<file path="src/rtl/id_scoreboard_pkg.sv">
`default_nettype none
// ============================================================================
// Module   : id_scoreboard_pkg
// Purpose  : Shared constants and types for the ID-stage register scoreboard.
//            Supplies default widths, the untracked zero register index, the
//            per-register counter type and its saturation value.
// Ports    : none (package)
// Revision : 1.0 - initial release
// ============================================================================
package id_scoreboard_pkg;

  localparam int unsigned SB_NUM_REGS = 32;
  localparam int unsigned SB_IDX_W    = 5;
  localparam int unsigned SB_CNT_W    = 2;

  // Register 0 is hard-wired to zero and never carries a pending write.
  localparam int unsigned ZERO_REG    = 0;

  typedef logic [SB_CNT_W-1:0] sb_cnt_t;

  localparam sb_cnt_t SB_CNT_MAX = '1;

endpackage : id_scoreboard_pkg
`default_nettype wire

</file>
<file path="src/rtl/id_scoreboard_if.sv">
`default_nettype none
// ============================================================================
// Module   : id_scoreboard_if
// Purpose  : Bundles the decoder-side request, MEM/WB retire information and
//            the scoreboard status outputs.
// Modports : master - decoder/pipeline side (drives id_* and wb_* requests)
//            slave  - scoreboard side (drives hazard, issue, pending, err)
// Revision : 1.0 - initial release
// ============================================================================
interface id_scoreboard_if
  import id_scoreboard_pkg::*;
#(
  parameter int unsigned NUM_REGS = SB_NUM_REGS,
  parameter int unsigned IDX_W    = SB_IDX_W
);

  logic                id_valid_inst;
  logic [IDX_W-1:0]    id_ra_idx;
  logic                id_ra_used;
  logic [IDX_W-1:0]    id_rb_idx;
  logic                id_rb_used;
  logic                id_reg_wr;
  logic [IDX_W-1:0]    id_dest_reg_idx;
  logic                id_rd_mem;
  logic                id_flush;
  logic                wb_retire;
  logic                wb_reg_wr;
  logic [IDX_W-1:0]    wb_dest_reg_idx;
  logic                id_hazard_flag;
  logic                id_issue;
  logic [NUM_REGS-1:0] sb_pending;
  logic                sb_err;

  modport master (
    output id_valid_inst, id_ra_idx, id_ra_used, id_rb_idx, id_rb_used,
           id_reg_wr, id_dest_reg_idx, id_rd_mem, id_flush,
           wb_retire, wb_reg_wr, wb_dest_reg_idx,
    input  id_hazard_flag, id_issue, sb_pending, sb_err
  );

  modport slave (
    input  id_valid_inst, id_ra_idx, id_ra_used, id_rb_idx, id_rb_used,
           id_reg_wr, id_dest_reg_idx, id_rd_mem, id_flush,
           wb_retire, wb_reg_wr, wb_dest_reg_idx,
    output id_hazard_flag, id_issue, sb_pending, sb_err
  );

endinterface : id_scoreboard_if
`default_nettype wire

</file>
<file path="src/rtl/id_scoreboard_sb_counter.sv">
`default_nettype none
// ============================================================================
// Module   : id_scoreboard_sb_counter
// Purpose  : Outstanding-write counter for one architectural register.
//            Counts up on issue, down on retire, holds when both happen in
//            the same cycle, never wraps in either direction.
// Ports    : clk, rst      - clock, asynchronous active-high reset
//            inc, dec      - issue / retire strobes for this register
//            cnt           - current outstanding-write count
//            is_zero       - cnt == 0
//            is_max        - cnt == all ones
//            underflow     - retire seen with nothing outstanding
// Revision : 1.0 - initial release
// ============================================================================
module id_scoreboard_sb_counter
  import id_scoreboard_pkg::*;
#(
  parameter int unsigned CNT_W = SB_CNT_W
) (
  input  wire logic             clk,
  input  wire logic             rst,
  input  wire logic             inc,
  input  wire logic             dec,
  output logic      [CNT_W-1:0] cnt,
  output logic                  is_zero,
  output logic                  is_max,
  output logic                  underflow
);

  localparam logic [CNT_W-1:0] c_one = CNT_W'(1);

  logic [CNT_W-1:0] r_cnt;

  always_ff @(posedge clk or posedge rst) begin
    if (rst) begin
      r_cnt <= '0;
    end else if (inc && !dec && !is_max) begin
      r_cnt <= r_cnt + c_one;
    end else if (dec && !inc && !is_zero) begin
      r_cnt <= r_cnt - c_one;
    end
  end

  assign cnt       = r_cnt;
  assign is_zero   = (r_cnt == '0);
  assign is_max    = (r_cnt == '1);
  // A simultaneous issue cancels the retire, so only a lone retire on an
  // empty counter is an error.
  assign underflow = dec & ~inc & is_zero;

endmodule : id_scoreboard_sb_counter
`default_nettype wire

</file>
<file path="src/rtl/id_scoreboard.sv">
`default_nettype none
// ============================================================================
// Module   : id_scoreboard
// Purpose  : ID-stage register scoreboard. Tracks in-flight writes per
//            architectural register and raises a same-cycle hazard flag for
//            RAW dependencies (or load-use only when forwarding exists) and
//            for counter saturation.
// Ports    : clk  - system clock
//            rst  - asynchronous active-high reset
//            sb   - id_scoreboard_if.slave: decoder request, MEM/WB retire,
//                   id_hazard_flag, id_issue, sb_pending, sb_err
// Revision : 1.0 - initial release
// ============================================================================
module id_scoreboard
  import id_scoreboard_pkg::*;
#(
  parameter int unsigned NUM_REGS  = SB_NUM_REGS,
  parameter int unsigned IDX_W     = SB_IDX_W,
  parameter int unsigned CNT_W     = SB_CNT_W,
  parameter bit          FWD_EN    = 1'b0,
  parameter bit          WB_BYPASS = 1'b1
) (
  input  wire logic      clk,
  input  wire logic      rst,
  id_scoreboard_if.slave sb
);

  localparam logic [IDX_W-1:0] c_zero = IDX_W'(ZERO_REG);
  localparam logic [CNT_W-1:0] c_one  = CNT_W'(1);

  logic [CNT_W-1:0]    w_cnt [NUM_REGS];
  logic [NUM_REGS-1:0] w_is_zero;
  logic [NUM_REGS-1:0] w_is_max;
  logic [NUM_REGS-1:1] w_underflow;

  logic             w_inc;
  logic             w_dec;
  logic             w_issue;
  logic             w_hazard;
  logic             w_dec_ra;
  logic             w_dec_rb;
  logic             w_dec_dst;
  logic             w_cnt_hz_ra;
  logic             w_cnt_hz_rb;
  logic             w_fwd_hz_ra;
  logic             w_fwd_hz_rb;
  logic             w_src_hz_ra;
  logic             w_src_hz_rb;
  logic             w_sat_hz;

  logic             r_ld_vld;
  logic [IDX_W-1:0] r_ld_idx;
  logic             r_sb_err;

  // --------------------------------------------------------------------------
  // Per-register counters; register 0 is tied off as permanently empty.
  // --------------------------------------------------------------------------
  assign w_cnt[0]     = '0;
  assign w_is_zero[0] = 1'b1;
  assign w_is_max[0]  = 1'b0;

  assign w_inc = w_issue & sb.id_reg_wr & (sb.id_dest_reg_idx != c_zero);
  assign w_dec = sb.wb_retire & sb.wb_reg_wr & (sb.wb_dest_reg_idx != c_zero);

  for (genvar r = 1; r < NUM_REGS; r++) begin : g_cnt
    id_scoreboard_sb_counter #(
      .CNT_W (CNT_W)
    ) u_cnt (
      .clk       (clk),
      .rst       (rst),
      .inc       (w_inc & (sb.id_dest_reg_idx == IDX_W'(r))),
      .dec       (w_dec & (sb.wb_dest_reg_idx == IDX_W'(r))),
      .cnt       (w_cnt[r]),
      .is_zero   (w_is_zero[r]),
      .is_max    (w_is_max[r]),
      .underflow (w_underflow[r])
    );
  end

  assign sb.sb_pending[0] = 1'b0;
  for (genvar r = 1; r < NUM_REGS; r++) begin : g_pend
    assign sb.sb_pending[r] = ~rst & ~w_is_zero[r];
  end

  // --------------------------------------------------------------------------
  // Hazard detection
  // --------------------------------------------------------------------------
  // A retire of the same register this cycle: only the counter path and the
  // saturation check look at it, and w_dec already excludes register 0.
  assign w_dec_ra  = w_dec & (sb.wb_dest_reg_idx == sb.id_ra_idx);
  assign w_dec_rb  = w_dec & (sb.wb_dest_reg_idx == sb.id_rb_idx);
  assign w_dec_dst = w_dec & (sb.wb_dest_reg_idx == sb.id_dest_reg_idx);

  // Without forwarding: any pending write is a hazard, unless it is the last
  // one and is being written back right now (register-file bypass).
  assign w_cnt_hz_ra = sb.id_ra_used & (sb.id_ra_idx != c_zero) & ~w_is_zero[sb.id_ra_idx]
                     & ~(WB_BYPASS & (w_cnt[sb.id_ra_idx] == c_one) & w_dec_ra);
  assign w_cnt_hz_rb = sb.id_rb_used & (sb.id_rb_idx != c_zero) & ~w_is_zero[sb.id_rb_idx]
                     & ~(WB_BYPASS & (w_cnt[sb.id_rb_idx] == c_one) & w_dec_rb);

  // With forwarding: only a load issued in the previous cycle cannot be
  // forwarded in time.
  assign w_fwd_hz_ra = sb.id_ra_used & (sb.id_ra_idx != c_zero) & r_ld_vld
                     & (r_ld_idx == sb.id_ra_idx);
  assign w_fwd_hz_rb = sb.id_rb_used & (sb.id_rb_idx != c_zero) & r_ld_vld
                     & (r_ld_idx == sb.id_rb_idx);

  assign w_src_hz_ra = FWD_EN ? w_fwd_hz_ra : w_cnt_hz_ra;
  assign w_src_hz_rb = FWD_EN ? w_fwd_hz_rb : w_cnt_hz_rb;

  // A full counter cannot take another writer unless one retires this cycle.
  assign w_sat_hz = sb.id_reg_wr & (sb.id_dest_reg_idx != c_zero)
                  & w_is_max[sb.id_dest_reg_idx] & ~w_dec_dst;

  assign w_hazard = ~rst & sb.id_valid_inst & (w_src_hz_ra | w_src_hz_rb | w_sat_hz);
  assign w_issue  = ~rst & sb.id_valid_inst & ~w_hazard & ~sb.id_flush;

  assign sb.id_hazard_flag = w_hazard;
  assign sb.id_issue       = w_issue;

  // --------------------------------------------------------------------------
  // Load tracker: remembers a load issued last cycle; any cycle without an
  // issuing load clears it, so a load-use stall lasts exactly one cycle.
  // --------------------------------------------------------------------------
  always_ff @(posedge clk or posedge rst) begin
    if (rst) begin
      r_ld_vld <= 1'b0;
      r_ld_idx <= '0;
    end else begin
      r_ld_vld <= w_inc & sb.id_rd_mem;
      r_ld_idx <= sb.id_dest_reg_idx;
    end
  end

  // --------------------------------------------------------------------------
  // Sticky underflow error
  // --------------------------------------------------------------------------
  always_ff @(posedge clk or posedge rst) begin
    if (rst) begin
      r_sb_err <= 1'b0;
    end else if (|w_underflow) begin
      r_sb_err <= 1'b1;
    end
  end

  assign sb.sb_err = r_sb_err;

endmodule : id_scoreboard
`default_nettype wire

</file>
<file path="src/flat_wrapper.sv">
// flat-port wrapper written by rule: the top's interface ports become plain ports
module id_scoreboard_flat import id_scoreboard_pkg::*;
#(
  parameter int unsigned NUM_REGS  = SB_NUM_REGS,
  parameter int unsigned IDX_W     = SB_IDX_W,
  parameter int unsigned CNT_W     = SB_CNT_W,
  parameter bit          FWD_EN    = 1'b0,
  parameter bit          WB_BYPASS = 1'b1
)
  (clk, rst, sb_id_valid_inst, sb_id_ra_idx, sb_id_ra_used, sb_id_rb_idx, sb_id_rb_used, sb_id_reg_wr, sb_id_dest_reg_idx, sb_id_rd_mem, sb_id_flush, sb_wb_retire, sb_wb_reg_wr, sb_wb_dest_reg_idx, sb_id_hazard_flag, sb_id_issue, sb_sb_pending, sb_sb_err);
  id_scoreboard_if #(.NUM_REGS(NUM_REGS), .IDX_W(IDX_W)) sb_i ();
  input  wire logic clk;
  input  wire logic rst;
  input wire logic [$bits(sb_i.id_valid_inst)-1:0] sb_id_valid_inst;
  input wire logic [$bits(sb_i.id_ra_idx)-1:0] sb_id_ra_idx;
  input wire logic [$bits(sb_i.id_ra_used)-1:0] sb_id_ra_used;
  input wire logic [$bits(sb_i.id_rb_idx)-1:0] sb_id_rb_idx;
  input wire logic [$bits(sb_i.id_rb_used)-1:0] sb_id_rb_used;
  input wire logic [$bits(sb_i.id_reg_wr)-1:0] sb_id_reg_wr;
  input wire logic [$bits(sb_i.id_dest_reg_idx)-1:0] sb_id_dest_reg_idx;
  input wire logic [$bits(sb_i.id_rd_mem)-1:0] sb_id_rd_mem;
  input wire logic [$bits(sb_i.id_flush)-1:0] sb_id_flush;
  input wire logic [$bits(sb_i.wb_retire)-1:0] sb_wb_retire;
  input wire logic [$bits(sb_i.wb_reg_wr)-1:0] sb_wb_reg_wr;
  input wire logic [$bits(sb_i.wb_dest_reg_idx)-1:0] sb_wb_dest_reg_idx;
  output wire logic [$bits(sb_i.id_hazard_flag)-1:0] sb_id_hazard_flag;
  output wire logic [$bits(sb_i.id_issue)-1:0] sb_id_issue;
  output wire logic [$bits(sb_i.sb_pending)-1:0] sb_sb_pending;
  output wire logic [$bits(sb_i.sb_err)-1:0] sb_sb_err;
  assign sb_i.id_valid_inst = sb_id_valid_inst;
  assign sb_i.id_ra_idx = sb_id_ra_idx;
  assign sb_i.id_ra_used = sb_id_ra_used;
  assign sb_i.id_rb_idx = sb_id_rb_idx;
  assign sb_i.id_rb_used = sb_id_rb_used;
  assign sb_i.id_reg_wr = sb_id_reg_wr;
  assign sb_i.id_dest_reg_idx = sb_id_dest_reg_idx;
  assign sb_i.id_rd_mem = sb_id_rd_mem;
  assign sb_i.id_flush = sb_id_flush;
  assign sb_i.wb_retire = sb_wb_retire;
  assign sb_i.wb_reg_wr = sb_wb_reg_wr;
  assign sb_i.wb_dest_reg_idx = sb_wb_dest_reg_idx;
  assign sb_id_hazard_flag = sb_i.id_hazard_flag;
  assign sb_id_issue = sb_i.id_issue;
  assign sb_sb_pending = sb_i.sb_pending;
  assign sb_sb_err = sb_i.sb_err;
  id_scoreboard #(.NUM_REGS(NUM_REGS), .IDX_W(IDX_W), .CNT_W(CNT_W), .FWD_EN(FWD_EN), .WB_BYPASS(WB_BYPASS)) u_core (.clk(clk), .rst(rst), .sb(sb_i));
endmodule
</file>
<file path="config.mk">
export PLATFORM = sky130hd
export DESIGN_NAME = id_scoreboard_flat
export DESIGN_NICKNAME = d
export VERILOG_FILES = /design/src/rtl/id_scoreboard_pkg.sv /design/src/rtl/id_scoreboard_if.sv /design/src/rtl/id_scoreboard_sb_counter.sv /design/src/rtl/id_scoreboard.sv /design/src/flat_wrapper.sv
export SDC_FILE = /design/constraint.sdc
export NUM_CORES = 1
export LEC_CHECK = 0
export ABC_AREA = 0
export BUFFER_PORTS_ARGS = -buffer_cell sky130_fd_sc_hd__buf_2
export CORE_MARGIN = 1
export CORE_UTILIZATION = 55
export DETAILED_ROUTE_END_ITERATION = 10
export GPL_TIMING_DRIVEN = 0
export PLACE_DENSITY_LB_ADDON = 0.08
export SYNTH_ARGS = -nofsm -noshare
export SYNTH_HDL_FRONTEND = slang
export SYNTH_SLANG_ARGS = --single-unit
</file>
<file path="constraint.sdc">
create_clock -name clk -period 6.2 [get_ports clk]
set_input_delay 0.62 -clock clk [delete_from_list [all_inputs] [get_ports clk]]
set_output_delay 0.62 -clock clk [all_outputs]
set_load 0.005 [all_outputs]
</file>
Word-level counts from Yosys, hierarchy flattened --
Cells that the tools add are included.
Storage, ports and cells: flip-flop bits (word level) 63, input bits 30, output and inout bits 35, word-level logic and storage cells 837
Cells by class: $add $sub $neg 62, order comparisons 5, eq/ne operators 98, muxes and demuxes 74, bitwise gates (word level) 251, reductions and logical operators 315
Operators with widths (count):
- $and 1x1->1 | 177
- $eq 5x5->1 const B | 32
- $mux 2 | 66
- $logic_and 1x1->1 | 124
- $logic_not 1->1 | 124
- $eq 5x4->1 const B | 16
- $not 1->1 | 70
- $add 2x1->2 const B | 31
- $eq 2x2->1 const B | 31
- $logic_not 2->1 | 31
- $reduce_bool 2->1 | 31
- $sub 2x1->2 const B | 31
- $eq 5x3->1 const B | 8
- $reduce_or 31->1 | 1
- $bmux 2 s5 | 2
- $eq 5x2->1 const B | 4
- $reduce_bool 5->1 | 4
- $lt 5x6->1 const B | 3
- $bmux 1 s5 | 3
- $eq 5x5->1 | 3
- $ge 6x6->1 const B | 2
- $not 5->6 | 2
- $eq 5x1->1 const B | 2
- $eq 2x1->1 const B | 2
- 2 further kinds | 5

Depth between registers and ports, before layout --
Gate-level depths: netlist of the first run.
word-level depth 22, mapped depth 15

By module --
Synthesis of the first run repeated with hierarchy kept, for this count alone.
Unflattened totals: cell total of the unflattened synthesis 877, area, all modules 6877.8 µm²
Modules (own cells, without submodules):
- id_scoreboard_sb_counter | times used 31, cells each 16, area an instance 133.9 µm²
- id_scoreboard | times used 1, cells each 381, area an instance 2727.6 µm²

Worst setup path before layout of the first run --
OpenSTA, ideal clock, no wires.
kind in2reg, start point input port rst, end point register u_core.r_sb_err, in the netlist u_core.sb.sb_err, arrival time 4.023 ns, data required time 6.052 ns, setup slack 2.030 ns, stages 11, buffers on the path 2, cells stage by stage inv_1 > nand2_1 > or2_2 > clkbuf_1 > nor2_1 > clkbuf_1 > nand3_1 > or3_1 > and2_1 > a221oi_1 > nand4_1
On the way: cells in the longest elaborated chain, start to end 13
Ends and longest elaborated chain:
- from (decl) | RTL line flat_wrapper.sv:13 | input wire logic rst;
- $not 1->1 (*) | RTL line id_scoreboard.sv:115, id_scoreboard.sv:116
- $and 1x1->1 (*) | RTL line id_scoreboard.sv:115, id_scoreboard.sv:116
- $and 1x1->1 | RTL line id_scoreboard.sv:115 | assign w_hazard = ~rst & sb.id_valid_inst & (w_src_hz_ra | w_src_hz_rb | w_sat_hz);
- $not 1->1 | RTL line id_scoreboard.sv:116 | assign w_issue = ~rst & sb.id_valid_inst & ~w_hazard & ~sb.id_flush;
- $and 1x1->1 (*) (2 in a row) | RTL line id_scoreboard.sv:116
- $and 1x1->1 (*) (2 in a row) | RTL line id_scoreboard.sv:62 | assign w_inc = w_issue & sb.id_reg_wr & (sb.id_dest_reg_idx != c_zero);
- $and 1x1->1 | RTL line id_scoreboard.sv:71 | .inc (w_inc & (sb.id_dest_reg_idx == IDX_W'(r))),
- $not 1->1 | RTL line id_scoreboard_sb_counter.sv:49 | assign underflow = dec & ~inc & is_zero;
- $and 1x1->1 (2 in a row) | RTL line id_scoreboard_sb_counter.sv:49
- $reduce_or 31->1 (*) | RTL line id_scoreboard.sv:141 | end else if (|w_underflow) begin
- to (signal assigned) | RTL line id_scoreboard.sv:140 | r_sb_err <= 1'b0;
- to (signal assigned) | RTL line id_scoreboard.sv:142 | r_sb_err <= 1'b1;
- to (decl) | RTL line id_scoreboard.sv:53 | logic r_sb_err;
Mark *: on every way between the ends. The rest lies on a longest branch, timed or not. A chain may end at the register's enable or synchronous reset.

Worst setup path after layout of the first run --
start point input port sb_id_dest_reg_idx[1], end point register u_core.r_sb_err, in the netlist u_core.sb.sb_err
On the way: cells in the longest elaborated chain, start to end 16
Ends and longest elaborated chain:
- from (decl) | RTL line flat_wrapper.sv:20 | input wire logic [$bits(sb_i.id_dest_reg_idx)-1:0] sb_id_dest_reg_idx;
- $bmux 1 s5, or another cell as far along | RTL line id_scoreboard.sv:113 | & w_is_max[sb.id_dest_reg_idx] & ~w_dec_dst;
- $mux 1 (implied by the code), or another cell as far along | RTL line id_scoreboard.sv:113
- $and 1x1->1 / $not 1->1 (equally long branches) | RTL line id_scoreboard.sv:113
- $and 1x1->1 | RTL line id_scoreboard.sv:113
- $or 1x1->1 | RTL line id_scoreboard.sv:115
- $and 1x1->1 | RTL line id_scoreboard.sv:115
- $not 1->1 | RTL line id_scoreboard.sv:116
- $and 1x1->1 (2 in a row) | RTL line id_scoreboard.sv:116
- $and 1x1->1 (2 in a row) | RTL line id_scoreboard.sv:62
- $and 1x1->1 | RTL line id_scoreboard.sv:71
- $not 1->1 | RTL line id_scoreboard_sb_counter.sv:49
- $and 1x1->1 (2 in a row) | RTL line id_scoreboard_sb_counter.sv:49
- $reduce_or 31->1 (*) | RTL line id_scoreboard.sv:141
Mark *: on every way between the ends. The rest lies on a longest branch, timed or not. The select of a mux whose other input is x is not followed.

==> flow_summary.json, run 1 <==
{
  "path_buf_inv": 4,
  "avgViaCountPerCell": 7.30,
  "cp.depth": 14,
  "finClkSkew_ns": 0.00559,
  "synth_seq_cells": 63,
  "yosysWarningCount": 0,
  "hold_violations": 0,
  "post_cts_buffers": 0,
  "max_slew_margin_pct": 20.9,
  "drv_cap": 0,
  "io_pins": 65,
  "p_clk_share_pct": 38.8,
  "layout_common_cells": "123 x nor2_1, 72 x buf_2, 71 x nand2_1",
  "worstPathCellList": "buf_2, clkbuf_1, nand2_1, a21oi_1, o41ai_1, nor4_1, a211o_1, nand3_1, buf_6, nor3b_4, buf_2, a311oi_1, a2111oi_0, nand4_1",
  "nets": 965,
  "avgSynthCellArea_um2": 7.61,
  "max_stage_delay_ns": 0.77,
  "grt_max_degree": 34,
  "setup_violations": 0,
  "critPathKind": "input pin to flip-flop",
  "async_flop_share_pct": 100,
  "dp_cells": 1067,
  "grt-ovfl-total": 0,
  "synth-edff-count": 0,
  "clkLatencyLatePin_ns": 0.35,
  "dieArea_mm2": 0.0125,
  "p_sw_share_pct": 34.4,
  "cts_tree": "yes",
  "netlist_instances": 870,
  "ant_nets": 0,
  "violations": "design-rule violations",
  "crit_family": "simple AND/OR/NAND/NOR gates",
  "postLayoutCoreUtil_pct": 64.0,
  "routed-via-count": 7913,
  "netlist.top_cell.by_area": "dfrtp_1",
  "stdcell_count": 1084,
  "post_cts_resized": 0,
  "period_needed_ns": 5.17,
  "place_hpwl_um": 21100,
  "cp-start-kind": "input pin",
  "fmax_mhz": 194,
  "clockRootBuffer": "clkbuf_16",
  "rsz0062_at_grt": "no",
  "clk_path_buf_depth": 2,
  "worstMarginPinSlew_ns": 1.18,
  "crit_slowest_cell": "a2111oi_0",
  "route.detailed.drc": 8,
  "drt_iter0_drc": 1227,
  "seqPwrFrac_pct": 35.6,
  "antenna_found_initial": 3,
  "initial_core_util_pct": 57.3,
  "p_total_mw": 1.38,
  "synth_ff_type": "dfrtp_1",
  "synth_area_leaders": "dfrtp_1 24%, mux4_2 7.5%, nor2_1 7.0%",
  "slew_viol_final": 0,
  "hold_path.class": "input pin to async pin",
  "internal-power_mw": 0.906,
  "leakage_nw": 2.99,
  "cp.arrival_ns": 5.32,
  "first_global_vias": 7348,
  "grt_pass1_wl_um": 42100,
  "routedWlPerCell_um": 25.6,
  "grt_usage_pct": 45.1,
  "syn_area_mm2": 0.00662,
  "p_per_area_mw_per_mm2": 187,
  "drt_first_pass_iters": 9,
  "synth_top_area_share_pct": 23.8,
  "r2r_cells": 12,
  "syn-num-nets": 900,
  "gp_congestion": 1.03,
  "fp-row-count": 39,
  "syn_to_final_growth_pct": 11.7,
  "die_width_um": 112,
  "p_switching_mw": 0.476,
  "path_clk_slew_ns": 0.06,
  "die_y_um": 112,
  "outcome": "finished, violations left",
  "ys_seq_area_share_pct": 23.8,
  "cp_data_required_time_ns": 6.35,
  "fin_crit_sh_pct": 83.3,
  "layout-drive-gt1-share_pct": 15.9,
  "irDropWorstVdd_v": 0.000138,
  "cts_num_sinks": 63,
  "power_frac_comb_pct": 25.6,
  "core_mm2": 0.0116,
  "cpMostUsedCell": "buf_2",
  "postCtsHoldBufs": 0,
  "synthDistinctLibCells": 81,
  "end_kind": "flip-flop",
  "numCtsBuffers": 9,
  "hold_slack_ns": 0.463,
  "final_common_cell": "nor2_1",
  "htreeDepth": 3,
  "cp_max_fo": 10,
  "port_buffers": 53,
  "routed_wl_um": 27800
}
==> power groups by stage <==
| stage | registers, mW | clock network [mW] | logic (mW) |
|---|---|---|---|
| after global placement | 0.493 | 0 | 0.327 |
| after CTS | 0.489 | 0.534 | 0.338 |
| after detailed placement | 0.496 | 0 | 0.336 |
| final | 0.492 | 0.536 | 0.353 |
| after global routing | 0.498 | 0.551 | 0.370 |
| after floorplan | 0.480 | 0 | 0.224 |
==> per-stage QoR <==
stage	instance area [µm²]	setup WS [ns]	setup TNS, ns
after global placement	7070	-0.100	-0.100
after floorplan	6620	2.03	0
after global routing	7400	1.10	0
after detailed placement	7090	1.00	0
after CTS	7400	1.36	0
final	7400	1.03	0
==> final timing paths <==
path                       slack, ns                            end                          start
max                             1.03               u_core.sb.sb_err          sb_id_dest_reg_idx[1]
min                             0.46               u_core.sb.sb_err                            rst
max reg2reg                     1.71               u_core.sb.sb_err   u_core.g_cnt[9].u_cnt.cnt[1]
min reg2reg                     0.57  u_core.g_cnt[18].u_cnt.cnt[0]  u_core.g_cnt[18].u_cnt.cnt[0]
max in group asynchronous       5.08  u_core.g_cnt[12].u_cnt.cnt[0]                            rst
min in group clk                0.57  u_core.g_cnt[18].u_cnt.cnt[0]  u_core.g_cnt[18].u_cnt.cnt[0]
==> cells in the mapped netlist (all sizes together), types with 4 or more instances <==
cell type	instances
or3	4
mux4	22
and4b	4
o31ai	21
dfrtp	63
a2111oi	5
nor2	125
nand3b	8
or4	4
o21a	8
nand2b	25
buf	27
a211o	5
o41ai	8
clkbuf	29
o211ai	5
nor3	37
a311oi	12
mux2i	7
nand3	38
nor2b	13
nor4	19
nand4	8
a21boi	4
xnor2	9
inv	35
and4	4
o311ai	4
mux2	5
nand2	71
a211oi	11
nor3b	13
a21o	8
o22ai	4
xor2	7
a21oi	59
and3b	13
or2	9
and3	7
a31oi	15
and2	4
o21ai	55
==> flip-flops by register name, summed over array words and instances, names as in the netlist <==
name / cells
u_core.g_cnt.u_cnt.cnt: 62
u_core.sb.sb_err: 1
==> layout make-up <==
| cell class | instances | area, µm² |
|---|---|---|
| inverters | 35 | 131 |
| repair buffers | 54 | 285 |
| clock buffers | 13 | 270 |
| plain buffers | 56 | 275 |
| diodes | 1 | 2.50 |
| clock inverters | 3 | 40.0 |
| well taps | 143 | 179 |
| multi-input cells | 716 | 4640 |
| fillers | 1040 | 4170 |
| flip-flops and latches | 63 | 1580 |
==> routing by layer <==
layer  GRT usage [%]  wire, µm  vias to the layer above
met5               0         0                        -
met4            24.7      1330                        0
met3            11.0      3970                      110
met2            67.9     11900                      704
li1                -         -                     3388
met1            59.8     10600                     3711
==> kinds of logic after synthesis <==
group	Yosys count	synth area share, %
muxes	34	9.39
and+or+nand+nor	415	33.1
AOI/OAI and AO/OA	250	25.4
buffers and inverters	91	6.14
DFF	63	23.8
other	1	0.0566
xor gates and xnor gates	16	2.12
(Power assumes the default switching activity.)
==> run 2, diff against run 1 <==
==> constraint.sdc (replaced) <==
create_clock -name clk -period 4.3 [get_ports clk]
set_input_delay 0.43 -clock clk [delete_from_list [all_inputs] [get_ports clk]]
set_output_delay 0.43 -clock clk [all_outputs]
set_load 0.005 [all_outputs]
==> run 2 against run 1 <==
Largest power group unchanged; die area unchanged; wire length about the same; clock skew about the same; the run still ends with design-rule violations left; first-iteration DRC count decreased by 2.2%; cell count about the same; total power increased by 45%; critical endpoint is now sb_id_hazard_flag; non-clock buffer count decreased by 1.
==> flow_summary.json, run 2 (synthesis gave the netlist of run 1 again) <==
{
  "layout-drive-gt1-share_pct": 16.7,
  "hold_path.class": "input pin to async pin",
  "grt_usage_pct": 45.0,
  "cts_num_sinks": 63,
  "antenna_found_initial": 2,
  "place_area_mm2": 0.00709,
  "rsz0062_at_grt": "no",
  "route.detailed.drc": 8,
  "clkLatencyLatePin_ns": 0.35,
  "avgViaCountPerCell": 7.32,
  "end_kind": "output port",
  "gp_congestion": 1.03,
  "hold_violations": 0,
  "outcome": "finished, violations left",
  "dieArea_mm2": 0.0125,
  "finClkSkew_ns": 0.00539,
  "clockRootBuffer": "clkbuf_16",
  "p_per_area_mw_per_mm2": 269,
  "fmax_mhz": 235,
  "numCtsBuffers": 9,
  "htreeDepth": 3,
  "drv_cap": 0,
  "ant_nets": 0,
  "setup_slack_ns": 0.0416,
  "clk_path_buf_depth": 2,
  "period_needed_ns": 4.26,
  "cp-start-kind": "input pin",
  "initial_core_util_pct": 57.3,
  "setup_violations": 0,
  "slew_viol_final": 0,
  "routedWlPerCell_um": 25.7,
  "place_hpwl_um": 21100,
  "fin_crit_sh_pct": 99.0,
  "drt_iter0_drc": 1200,
  "cp_data_required_time_ns": 3.87,
  "grt_pass1_wl_um": 42000,
  "io_pins": 65,
  "drt_first_pass_iters": 8,
  "violations": "design-rule violations",
  "cp_max_fo": 13,
  "routed_wl_um": 27800,
  "largest_reg_flops": 62,
  "routed-via-count": 7928,
  "cp.arrival_ns": 3.83,
  "path_clk_slew_ns": 0.05,
  "core_mm2": 0.0116,
  "fp-row-count": 39,
  "nets": 964,
  "irDropWorstVdd_v": 0.000199,
  "port_buffers": 53,
  "die_width_um": 112,
  "pre_cts_ws_ns": -0.707,
  "layout_common_cells": "123 x nor2_1, 72 x buf_2, 70 x nand2_1",
  "cts_tree": "yes",
  "grt-ovfl-total": 0,
  "final_common_cell": "nor2_1",
  "leakage_nw": 3.00,
  "grt_max_degree": 34,
  "critPathKind": "input pin to output port",
  "worstMarginPinSlew_ns": 0.957,
  "syn_to_final_growth_pct": 12.2,
  "first_global_vias": 7334,
  "die_y_um": 112,
  "fin_area_mm2": 0.00743,
  "max_slew_margin_pct": 35.6,
  "fill_cells": 1042
}
[run 2: changes by cell type in the layout (fill, tap and decap cells not counted)]
cell	change
a2111oi_0	-1
a2111oi_2	+1
a211oi_1	-1
a211oi_2	+1
clkbuf_1	-3
clkbuf_2	+2
nand2_1	-1
nand2_2	+1
nor3_1	-3
nor3_2	+3
o311ai_0	-1
o311ai_1	+1
[run 2: path summary, 6_finish.rpt]
check | depth (start not counted) | slack (ns) | start | endpoint
max in group asynchronous | 3 | 3.39 | rst | u_core.g_cnt[12].u_cnt.cnt[0]
max | 13 | 0.04 | sb_id_dest_reg_idx[1] | sb_id_hazard_flag
min | 2 | 0.27 | rst | u_core.sb.sb_err
max reg2reg | 12 | 0.17 | u_core.g_cnt[10].u_cnt.cnt[0] | u_core.sb.sb_err
min in group clk | 1 | 0.56 | u_core.g_cnt[25].u_cnt.cnt[0] | u_core.g_cnt[25].u_cnt.cnt[0]
min reg2reg | 1 | 0.56 | u_core.g_cnt[25].u_cnt.cnt[0] | u_core.g_cnt[25].u_cnt.cnt[0]
[run 2: cell type report]
| cell class | count | area, µm² | share of cell area [%] |
|---|---|---|---|
| diodes | 1 | 2.50 | 0.0337 |
| plain buffers | 55 | 274 | 3.69 |
| clock buffers | 13 | 270 | 3.64 |
| clock inverters | 3 | 40.0 | 0.539 |
| inverters | 35 | 131 | 1.77 |
| multi-input cells | 716 | 4670 | 62.8 |
| flip-flops and latches | 63 | 1580 | 21.2 |
| well taps | 143 | 179 | 2.41 |
| repair buffers | 54 | 285 | 3.84 |
[run 2: timing repair]
item	4_1_cts	5_1_grt
endpoints found under the setup margin	1	1
hold buffers	0	0
buffers inserted	0	0
resized for setup	2	10
[run 2: per-layer routing]
metal | GRT usage, % | up-vias | routed length [µm]
met5 | 0 | - | 0
met4 | 25.1 | 0 | 1470
met3 | 9.91 | 124 | 3940
met2 | 68.1 | 682 | 11800
met1 | 59.7 | 3734 | 10500
li1 | - | 3388 | -
[run 2: critical path, cell delays in order]
cell	delay (ns)
buf_2	0.32
nand2b_1	0.16
clkbuf_1	0.62
a21oi_1	0.07
nor4_1	0.61
nor3_1	0.14
a211o_1	0.39
nand3_1	0.18
buf_6	0.18
buf_2	0.30
nor2_2	0.19
nor2_1	0.11
buf_2	0.12
[run 2: power by group]
part / switching (mW) / internal, mW
Clock: 0.282 / 0.494
Sequential: 0.0764 / 0.633
Combinational: 0.332 / 0.180
[run 2: stage by stage]
step | util [%] | instances | TNS [ns] | hold WS, ns | total power [mW]
3_5_place_dp | 61.3 | 1067 | -1.52 | 0.541 | 1.20
2_1_floorplan | - | 870 | 0 | 0.496 | 1.02
5_1_grt | 64.2 | 1082 | 0 | 0.330 | 2.05
3_3_place_gp | 61.1 | 1066 | -32.92 | 0.518 | 1.18
6_report | 64.2 | 1083 | 0 | 0.267 | 2.00
4_1_cts | 64.0 | 1082 | 0 | 0.288 | 1.96
